## config.mk

```make
export PLATFORM = sky130hd
export DESIGN_NAME = input_ctrl_keypad
export DESIGN_NICKNAME = d
export VERILOG_FILES = /design/src/rtl/input_ctrl_keypad.sv
export SDC_FILE = /design/constraint.sdc
export NUM_CORES = 1
export LEC_CHECK = 0
export BUFFER_PORTS_ARGS = -buffer_cell sky130_fd_sc_hd__buf_2
export CAP_MARGIN = 20
export CORE_MARGIN = 3
export CORE_UTILIZATION = 40
export CTS_BUF_LIST = sky130_fd_sc_hd__clkbuf_8
export CTS_CLUSTER_DIAMETER = 120
export DETAILED_ROUTE_END_ITERATION = 8
export HOLD_SLACK_MARGIN = 0.05
export PLACE_DENSITY = 0.56
export SYNTH_ARGS = -nofsm -noshare
export SYNTH_HDL_FRONTEND = slang
export SYNTH_SLANG_ARGS = --single-unit
```

## constraint.sdc

```tcl
create_clock -name clk -period 5.3 [get_ports clk]
set_input_delay 1.06 -clock clk [delete_from_list [all_inputs] [get_ports clk]]
set_output_delay 1.06 -clock clk [all_outputs]
set_load 0.005 [all_outputs]
```

## src/rtl/input_ctrl_keypad.sv

```systemverilog
// 4x4 active-low matrix keypad scanner with frame-based debounce and a
// CPU-readable status word (valid / overrun / key code).
`ifndef IO_BUS_WIDTH_DATA
`define IO_BUS_WIDTH_DATA 32
`endif

module input_ctrl_keypad #(
    parameter int SCAN_DIV     = 1000,
    parameter int DEBOUNCE_CNT = 4
) (
    input  logic                          clk,
    input  logic                          rst_n,
    input  logic [3:0]                    key_row,
    output logic [3:0]                    key_col,
    input  logic                          io_rd_en,
    output logic [`IO_BUS_WIDTH_DATA-1:0] io_rd_data,
    output logic                          key_valid,
    output logic [3:0]                    key_code,
    output logic                          key_down,
    output logic [1:0]                    o_dbg_state
);

    localparam int         DIV_W  = (SCAN_DIV > 2) ? $clog2(SCAN_DIV) : 1;
    localparam logic [3:0] DB_MAX = 4'(DEBOUNCE_CNT);

    typedef enum logic [1:0] {S_IDLE, S_DEBOUNCE, S_PRESSED, S_RELEASE} state_t;
    typedef enum logic [1:0] {C_NONE, C_ONE, C_MULTI} cls_t;

    logic             r_run;
    logic [DIV_W-1:0] r_div;
    logic [1:0]       r_col;
    logic [15:0]      r_map;
    logic             r_frame_done;
    cls_t             r_cls;
    logic [3:0]       r_cls_code;
    state_t           r_state;
    logic [3:0]       r_match_cnt;
    logic [3:0]       r_rel_cnt;
    logic [3:0]       r_cand;
    logic             r_key_valid;
    logic             r_overrun;
    logic [3:0]       r_key_code;
    logic             r_key_down;

    logic             w_sample;
    logic [15:0]      w_map;
    logic [4:0]       w_nbits;
    logic [3:0]       w_code;
    state_t           w_state_nx;
    logic [3:0]       w_match_nx;
    logic [3:0]       w_rel_nx;
    logic [3:0]       w_cand_nx;
    logic             w_accept;
    logic             w_release;

    assign w_sample = r_run && (r_div == DIV_W'(SCAN_DIV - 1));
    assign key_col  = r_run ? ~(4'b0001 << r_col) : 4'b1111;

    // Frame map including the column being sampled this cycle.
    always_comb begin
        w_map = r_map;
        for (int r = 0; r < 4; r++) begin
            if (!key_row[r]) w_map[r*4 + int'(r_col)] = 1'b1;
        end
        w_nbits = '0;
        w_code  = '0;
        for (int i = 0; i < 16; i++) begin
            w_nbits = w_nbits + 5'(w_map[i]);
        end
        for (int i = 15; i >= 0; i--) begin
            if (w_map[i]) w_code = 4'(i);
        end
    end

    always_ff @(posedge clk or negedge rst_n) begin
        if (!rst_n) begin
            r_run        <= 1'b0;
            r_div        <= '0;
            r_col        <= '0;
            r_map        <= '0;
            r_frame_done <= 1'b0;
            r_cls        <= C_NONE;
            r_cls_code   <= '0;
        end else begin
            r_frame_done <= 1'b0;
            if (!r_run) begin
                r_run <= 1'b1;
            end else if (w_sample) begin
                r_div <= '0;
                r_col <= r_col + 2'd1;
                if (r_col == 2'd3) begin
                    r_frame_done <= 1'b1;
                    r_cls        <= (w_nbits == 5'd0) ? C_NONE :
                                    (w_nbits == 5'd1) ? C_ONE : C_MULTI;
                    r_cls_code   <= w_code;
                    r_map        <= '0;
                end else begin
                    r_map <= w_map;
                end
            end else begin
                r_div <= r_div + DIV_W'(1);
            end
        end
    end

    always_ff @(posedge clk or negedge rst_n) begin
        if (!rst_n) begin
            r_state     <= S_IDLE;
            r_match_cnt <= '0;
            r_rel_cnt   <= '0;
            r_cand      <= '0;
        end else begin
            r_state     <= w_state_nx;
            r_match_cnt <= w_match_nx;
            r_rel_cnt   <= w_rel_nx;
            r_cand      <= w_cand_nx;
        end
    end

    // The FSM only moves on the cycle after a frame has been classified.
    always_comb begin
        w_state_nx = r_state;
        w_match_nx = r_match_cnt;
        w_rel_nx   = r_rel_cnt;
        w_cand_nx  = r_cand;
        w_accept   = 1'b0;
        w_release  = 1'b0;
        if (r_frame_done) begin
            case (r_state)
                S_IDLE: begin
                    if (r_cls == C_ONE) begin
                        w_cand_nx  = r_cls_code;
                        w_match_nx = 4'd1;
                        if (DEBOUNCE_CNT == 1) begin
                            w_accept   = 1'b1;
                            w_state_nx = S_PRESSED;
                        end else begin
                            w_state_nx = S_DEBOUNCE;
                        end
                    end
                end
                S_DEBOUNCE: begin
                    if (r_cls != C_ONE) begin
                        w_match_nx = '0;
                        w_state_nx = S_IDLE;
                    end else if (r_cls_code != r_cand) begin
                        w_cand_nx  = r_cls_code;
                        w_match_nx = 4'd1;
                    end else begin
                        w_match_nx = r_match_cnt + 4'd1;
                        if (r_match_cnt + 4'd1 >= DB_MAX) begin
                            w_accept   = 1'b1;
                            w_state_nx = S_PRESSED;
                        end
                    end
                end
                S_PRESSED: begin
                    if (r_cls == C_NONE) begin
                        w_rel_nx = 4'd1;
                        if (DEBOUNCE_CNT == 1) begin
                            w_release  = 1'b1;
                            w_state_nx = S_IDLE;
                        end else begin
                            w_state_nx = S_RELEASE;
                        end
                    end
                end
                default: begin
                    if (r_cls != C_NONE) begin
                        w_rel_nx   = '0;
                        w_state_nx = S_PRESSED;
                    end else if (r_rel_cnt + 4'd1 >= DB_MAX) begin
                        w_rel_nx   = '0;
                        w_release  = 1'b1;
                        w_state_nx = S_IDLE;
                    end else begin
                        w_rel_nx = r_rel_cnt + 4'd1;
                    end
                end
            endcase
        end
    end

    // A new accept beats a same-edge read; overrun only when an unread code is lost.
    always_ff @(posedge clk or negedge rst_n) begin
        if (!rst_n) begin
            r_key_valid <= 1'b0;
            r_overrun   <= 1'b0;
            r_key_code  <= '0;
            r_key_down  <= 1'b0;
        end else begin
            if (w_accept) begin
                r_key_code  <= r_cls_code;
                r_key_valid <= 1'b1;
                r_overrun   <= r_key_valid && !io_rd_en;
            end else if (io_rd_en && r_key_valid) begin
                r_key_valid <= 1'b0;
                r_overrun   <= 1'b0;
            end
            if (w_accept) begin
                r_key_down <= 1'b1;
            end else if (w_release) begin
                r_key_down <= 1'b0;
            end
        end
    end

    assign key_valid   = r_key_valid;
    assign key_code    = r_key_code;
    assign key_down    = r_key_down;
    assign o_dbg_state = r_state;
    assign io_rd_data  = {r_key_valid, 22'b0, r_overrun, 4'b0, r_key_code};

endmodule

```

==> run summary, run 1 <==
CP most frequent cell = fa_1
Hold_sp = r_div[9]$_DFFE_PN0P_
Die ar. = 10100 um^2
Worst hold path class = flop to flop
Unrepaired setup endpoints after global routing = no
Synth top area share = 39.9%
Hold_ws = 0.485 ns
Clock buffer depth = 2
Post-DP HPWL = 5240 um
Gpl congestion = 0.947
GR Util met2 = 23.2%
Vias in the first global route = 2524
Total power = 0.936 mW
Relative slew margins = 51.5%
# rows = 33
Leading cell types in the layout, fill and taps excluded = dfrtp_1 (57), nor2_1 (41), conb_1 (27)
Final hold vios = 0
Multi-input gate area = 1860 um^2
Pins Over Slew Limit = 0
CP Launch Type = input pin
Pleak = 1.90 nW
CP max stage delay = 0.56 ns
Minimum clock period after layout = 4.53 ns
PortBufs = 24
Peak VDD IR = 0.107 mV
Tightest Pin Transition = 0.728 ns
Status = finished clean
Reg2Reg Capture Point = r_cls[0]$_DFFE_PN0P_
CTS tree = built
Initial core utilization = 42.4%
Total CTS buffers = 9
Initial DRC count = 139
Die span in y = 100 um
Pwr dens = 244 nW/um^2
Number of synthesized flops with an enable pin = 0
Total of max-cap violations = 0
Final setup violation count = 0
Drt wl/cell = 14.2 um
Crit-path slowest cell = fa_1
Initial antenna violation count = 0
IO Count = 51
Drt via density = 5.13
Clock tree sinks = 57
Met3 usage = 3.88%
Hold buffer count at CTS = 0
Top FF cell, synth = dfrtp_1
Post_cts resized = 0
Place WS = 0.434 ns
#FFs+latches synth = 57
Hold endpoint = r_div[9]$_DFFE_PN0P_
Overall routing resource usage = 15.5%
Share of cells above drive strength 1 = 15.1%
Cell taking the most area after synthesis = dfrtp_1
CTS Root Cell = clkbuf_8
# fillers = 833
Sequential area share after synthesis = 39.9%
Worst-path maximum fanout = 5
Crit-path cells = buf_2, inv_1, a21oi_1, fa_1, fa_1, fa_1, fa_1, inv_1, ha_1, fa_1, nor3_1, and3_1, a22o_1
Achievable Freq = 221 MHz
Clock transition at path regs = 0.06 ns
Core area = 8420 um^2
Worst reg2reg path depth = 13
Nets = 428
Critical Path RT = 5.57 ns
Synth area leaders = dfrtp_1 (40%), buf_4 (6.7%), fa_1 (5.6%)
Reg2Reg Setup Slack = 0.90 ns
Cells after synthesis = 373
Overflow after GRT = 0
Synthesized area per cell = 9.57 um^2
Number of diodes = 0
Hold path cells = 1
Top Usage Layer GRT = met2
CTS H-Tree Depth = 3
YS warnings = 0
Via count = 2579
Drt total wl = 7160 um
Total setup buffers inserted after CTS = 0
Setup WS post-layout = 0.767 ns
Crit end category = flop
Residual DRC = 0
GRT met1 Usage = 21.4%
Pre-antenna DRT Iters = 4
CP Class = input pin to flop
Commonest non-fill, non-tap cell in the layout = dfrtp_1
Area Overhead vs Synth = 7.32%
Worst Clk Skew = 0.00577 ns
Asr flop ratio synth = 100%
Arr. time, crit path = 4.80 ns
FF+latch area = 1430 um^2
Largest net degree at the start of global routing = 58
Global-route wire length before repair = 12300 um
Setup TNS = 0 ns
Final period utilization = 85.5%
Antenna-violating nets left = 0
Worst skew pair latency = 0.33 ns
Distinct cell type count of the synthesized netlist = 54
Synth Cell Area = 3570 um^2
Die width = 100 um
FF-to-FF Start = r_col[1]$_DFFE_PN0P_
-- cell usage after synthesis (3+ instances only) --
cell type and count:
dfrtp_1 57, o31ai_1 5, fa_1 10, clkbuf_1 5, xnor2_1 10, nand2b_1 4
mux2_2 7, a21oi_1 26, nor2_1 41, o21ai_1 4, nor3_1 14, buf_2 3
inv_1 23, nand4_1 3, mux2i_1 3, and2_1 6, nand3b_1 3, mux2_4 4
ha_1 16, o21ai_0 18, nand3_1 11, buf_4 32, nand2_1 23, a21o_1 6
-- sequential cells by signal (all words and copies together) (netlist names) --
register      flops
r_frame_done      1
r_cls             2
r_cand            4
r_match_cnt       4
r_rel_cnt         4
r_overrun         1
r_run             1
r_map            16
key_valid         1
key_down          1
r_div            10
r_cls_code        4
o_dbg_state       2
r_col             2
key_code          4
-- stage by stage --
| step | cells | utilization, % | instance area [um^2] |
|---|---|---|---|
| finish | 503 | 45.5 | 3830 |
| global route | 503 | 45.5 | 3830 |
| CTS | 503 | 45.5 | 3830 |
| detailed placement | 489 | 43.4 | 3650 |
| global placement | 489 | 43.4 | 3650 |
| floorplan | 398 | - | 3660 |
-- where the power goes --
group          leakage [nW]  switching, mW  internal (mW)
Clock                0.0943          0.168          0.203
Sequential            0.756         0.0324          0.455
Combinational          1.05         0.0457         0.0313
-- logic make-up (layout without fill, tap and decap cells) --
kind of cell               after synthesis  after routing  synth area share [%]
buffers and inverters                   65             65                  10.5
xor gates and xnor gates                11             11                  2.70
muxes                                   14             14                  4.73
adders and majority gates               26             26                  11.2
and+or+nand+nor                        115            115                  16.1
DFF                                     57             57                  39.9
other                                    2             27                 0.210
AOI/OAI and AO/OA                       83             83                  14.6
-- layout make-up --
class                   count  area share, %
clock inverters             2          0.359
well taps                 105           3.43
flip-flops and latches     57           37.2
repair buffers             27           3.72
inverters                  24           2.35
multi-input cells         276           48.6
clock buffers              12           4.31
-- metal layers --
| metal | vias to the layer above | part of all wire [%] |
|---|---|---|
| met5 | - | 0 |
| met4 | 0 | 1.9 |
| met3 | 11 | 4.7 |
| met2 | 67 | 44 |
| met1 | 1228 | 49 |
| li1 | 1273 | - |
-- worst max-delay path, delay by kind of cell --
kind	cells	cell delay, ns
adders and majority gates	6	2.70
and+or+nand+nor	2	0.39
buffers and inverters	3	0.24
AOI/OAI and AO/OA	2	0.41
-- how the worst max path moves through the flow --
stage	startpoint	end	slack (ns)
6_report	key_row[0]	r_cls[0]$_DFFE_PN0P_	0.77
5_1_grt	key_row[2]	r_cls[0]$_DFFE_PN0P_	0.48
4_1_cts	key_row[0]	r_cls[0]$_DFFE_PN0P_	0.80
3_5_place_dp	key_row[0]	r_cls[0]$_DFFE_PN0P_	0.43
3_3_place_gp	key_row[0]	r_cls[0]$_DFFE_PN0P_	0.51
2_1_floorplan	key_row[0]	r_cls[0]$_DFFE_PN0P_	0.71
No activity file was read; power rests on OpenSTA's default activity.
==> run 2: changes to the inputs <==
--- a/config.mk
+++ b/config.mk
@@ -8,12 +8,12 @@
 export BUFFER_PORTS_ARGS = -buffer_cell sky130_fd_sc_hd__buf_2
 export CAP_MARGIN = 20
 export CORE_MARGIN = 3
-export CORE_UTILIZATION = 40
+export CORE_UTILIZATION = 25
 export CTS_BUF_LIST = sky130_fd_sc_hd__clkbuf_8
 export CTS_CLUSTER_DIAMETER = 120
 export DETAILED_ROUTE_END_ITERATION = 8
-export HOLD_SLACK_MARGIN = 0.05
-export PLACE_DENSITY = 0.56
+export HOLD_SLACK_MARGIN = 0.06
+export PLACE_DENSITY = 0.38
 export SYNTH_ARGS = -nofsm -noshare
 export SYNTH_HDL_FRONTEND = slang
 export SYNTH_SLANG_ARGS = --single-unit
==> run 2 against run 1 <==
  * Global-route usage fell by 4.5 points
  * Largest cell class unchanged
  * Final cell count rose by 15%
  * Sequential share of layout area fell by 1.0 points
  * Via count fell by 0.70%
  * Clock-buffer cell count fell by 1
  * Clock skew rose by 0.0033 ns
  * Fmax rose by 0.43%
  * Wire length rose by 12%
  * Cell area rose by 2.9%
  * Sequential power barely moved
==> run summary, run 2 (synthesis results as in run 1) <==
Worst-path maximum fanout = 5 (unchanged)
Leading cell types in the layout, fill and taps excluded = dfrtp_1 (57), nor2_1 (41), conb_1 (27) (unchanged)
Post-DP HPWL = 5950 um (was 5240 um)
Pre-antenna DRT Iters = 4 (unchanged)
Total of max-cap violations = 0 (unchanged)
Setup TNS = 0 ns (unchanged)
Area Overhead vs Synth = 10.4% (was 7.32%)
Minimum clock period after layout = 4.51 ns (was 4.53 ns)
Nets = 428 (unchanged)
Antenna-violating nets left = 0 (unchanged)
Share of cells above drive strength 1 = 15.0% (was 15.1%)
# fillers = 1479 (was 833)
Drt total wl = 8030 um (was 7160 um)
Seq pwr share = 50.0% (was 52.1%)
Internal power = 0.723 mW (was 0.689 mW)
Clock transition at path regs = 0.07 ns (was 0.06 ns)
Total CTS buffers = 9 (unchanged)
Placed Area = 3750 um^2 (was 3650 um^2)
IO Count = 51 (unchanged)
Overall routing resource usage = 11.0% (was 15.5%)
Pwr dens = 248 nW/um^2 (was 244 nW/um^2)
Top Registers = r_map: 16 flops, r_div: 10 flops (unchanged)
Vias in the first global route = 2588 (was 2524)
Hold buffer count at CTS = 0 (unchanged)
# rows = 43 (was 33)
Achievable Freq = 222 MHz (was 221 MHz)
Global-route wire length before repair = 13800 um (was 12300 um)
Hold_sp = r_div[9]$_DFFE_PN0P_ (unchanged)
Core area = 13900 um^2 (was 8420 um^2)
Final period utilization = 85.2% (was 85.5%)
Residual DRC = 0 (unchanged)
Initial core utilization = 25.6% (was 42.4%)
PortBufs = 24 (unchanged)
CTS tree = built (unchanged)
Total setup buffers inserted after CTS = 0 (unchanged)
Via count = 2561 (was 2579)
CP Launch Type = input pin (unchanged)
Drt wl/cell = 13.9 um (was 14.2 um)
Critical Path RT = 5.54 ns (was 5.57 ns)
Clock tree sinks = 57 (unchanged)
Initial antenna violation count = 0 (unchanged)
Power share of the clock group = 42.2% (was 39.6%)
Die span in y = 126 um (was 100 um)
Drt via density = 4.42 (was 5.13)
Clock buffer depth = 2 (unchanged)
Top reg by flops = r_map (unchanged)
Initial DRC count = 128 (was 139)
Final instance area = 3940 um^2 (was 3830 um^2)
Crit end category = flop (unchanged)
Placed cells = 564 (was 489)
Peak VDD IR = 0.0845 mV (was 0.107 mV)
Final setup violation count = 0 (unchanged)
Overflow after GRT = 0 (unchanged)
Post-Layout Cell Count = 579 (was 503)
Largest register FFs = 16 (unchanged)
Final hold vios = 0 (unchanged)
CP Class = input pin to flop (unchanged)
Gpl congestion = 0.784 (was 0.947)
Number of diodes = 0 (unchanged)
Largest net degree at the start of global routing = 58 (unchanged)
Switching Share = 26.0% (was 26.3%)
Relative slew margins = 49.4% (was 51.5%)
Worst Clk Skew = 0.00911 ns (was 0.00577 ns)
Worst hold path class = flop to flop (unchanged)
Commonest non-fill, non-tap cell in the layout = dfrtp_1 (unchanged)
Critical Path Start = key_row[0] (unchanged)
Die ar. = 15800 um^2 (was 10100 um^2)
Net switching power = 0.254 mW (was 0.246 mW)
Status = finished clean (unchanged)
CTS H-Tree Depth = 3 (unchanged)
Post_cts resized = 0 (unchanged)
Tightest Pin Transition = 0.758 ns (was 0.728 ns)
Comb power frac = 7.8% (was 8.2%)
Pleak = 1.91 nW (was 1.90 nW)
Arr. time, crit path = 4.75 ns (was 4.80 ns)
CTS Root Cell = clkbuf_8 (unchanged)
Die width = 126 um (was 100 um)
FF-to-FF Start = r_col[1]$_DFFE_PN0P_ (unchanged)
Worst skew pair latency = 0.35 ns (was 0.33 ns)
Pins Over Slew Limit = 0 (unchanged)
Unrepaired setup endpoints after global routing = no (unchanged)
[run 2: through the flow]
step / setup WS [ns] / util [%] / hold slack [ns] / total power, mW
2_1_floorplan: 0.714 / - / 0.449 / 0.558
3_3_place_gp: 0.477 / 26.9 / 0.486 / 0.574
3_5_place_dp: 0.421 / 26.9 / 0.481 / 0.574
4_1_cts: 0.803 / 28.3 / 0.496 / 1.00
5_1_grt: 0.642 / 28.3 / 0.518 / 1.03
6_report: 0.786 / 28.3 / 0.494 / 0.977
[run 2: power by group through the flow]
| stage | clock, mW | sequential [mW] | combinational, mW |
|---|---|---|---|
| 4_1_cts | 0.435 | 0.489 | 0.0782 |
| 3_3_place_gp | 0 | 0.497 | 0.0770 |
| 3_5_place_dp | 0 | 0.496 | 0.0779 |
| 2_1_floorplan | 0 | 0.489 | 0.0688 |
| 5_1_grt | 0.451 | 0.493 | 0.0889 |
| 6_report | 0.412 | 0.488 | 0.0762 |
[run 2: metal layers]
metal	up-vias	global-route usage (%)	part of all wire, %
li1	1265	-	-
met1	1235	14.9	49
met2	53	16.8	45
met3	8	3.20	4.7
met4	0	4.02	1.3
met5	-	0	0
[run 2: path summary, 6_finish.rpt]
| path | endpoint | slack (ns) | cells past startpoint |
|---|---|---|---|
| max in group asynchronous | key_code[2]$_DFFE_PN0P_ | 3.93 | 2 |
| min | r_div[9]$_DFFE_PN0P_ | 0.49 | 1 |
| max reg2reg | r_cls[0]$_DFFE_PN0P_ | 0.89 | 14 |
| max | r_cls[0]$_DFFE_PN0P_ | 0.79 | 14 |
| min in group asynchronous | r_div[5]$_DFFE_PN0P_ | 0.87 | 2 |
| min reg2reg | r_div[9]$_DFFE_PN0P_ | 0.49 | 1 |
[run 2: area by class of cell]
type	instances	area, um^2	area share (%)
Clock buffer	11	151	3.84
Clock inverter	4	43.8	1.11
Inverter	24	90.1	2.28
Multi-Input combinational cell	276	1860	47.3
Sequential cell	57	1430	36.2
Tap cell	180	225	5.71
Timing Repair Buffer	27	143	3.62
[run 2: worst max-delay path: stages]
cell	delay [ns]
buf_2	0.12
inv_1	0.08
a21oi_1	0.29
fa_1	0.51
fa_1	0.56
fa_1	0.44
fa_1	0.54
inv_1	0.04
ha_1	0.21
fa_1	0.38
nand3_1	0.07
o21ai_0	0.08
and3_1	0.18
a22o_1	0.18
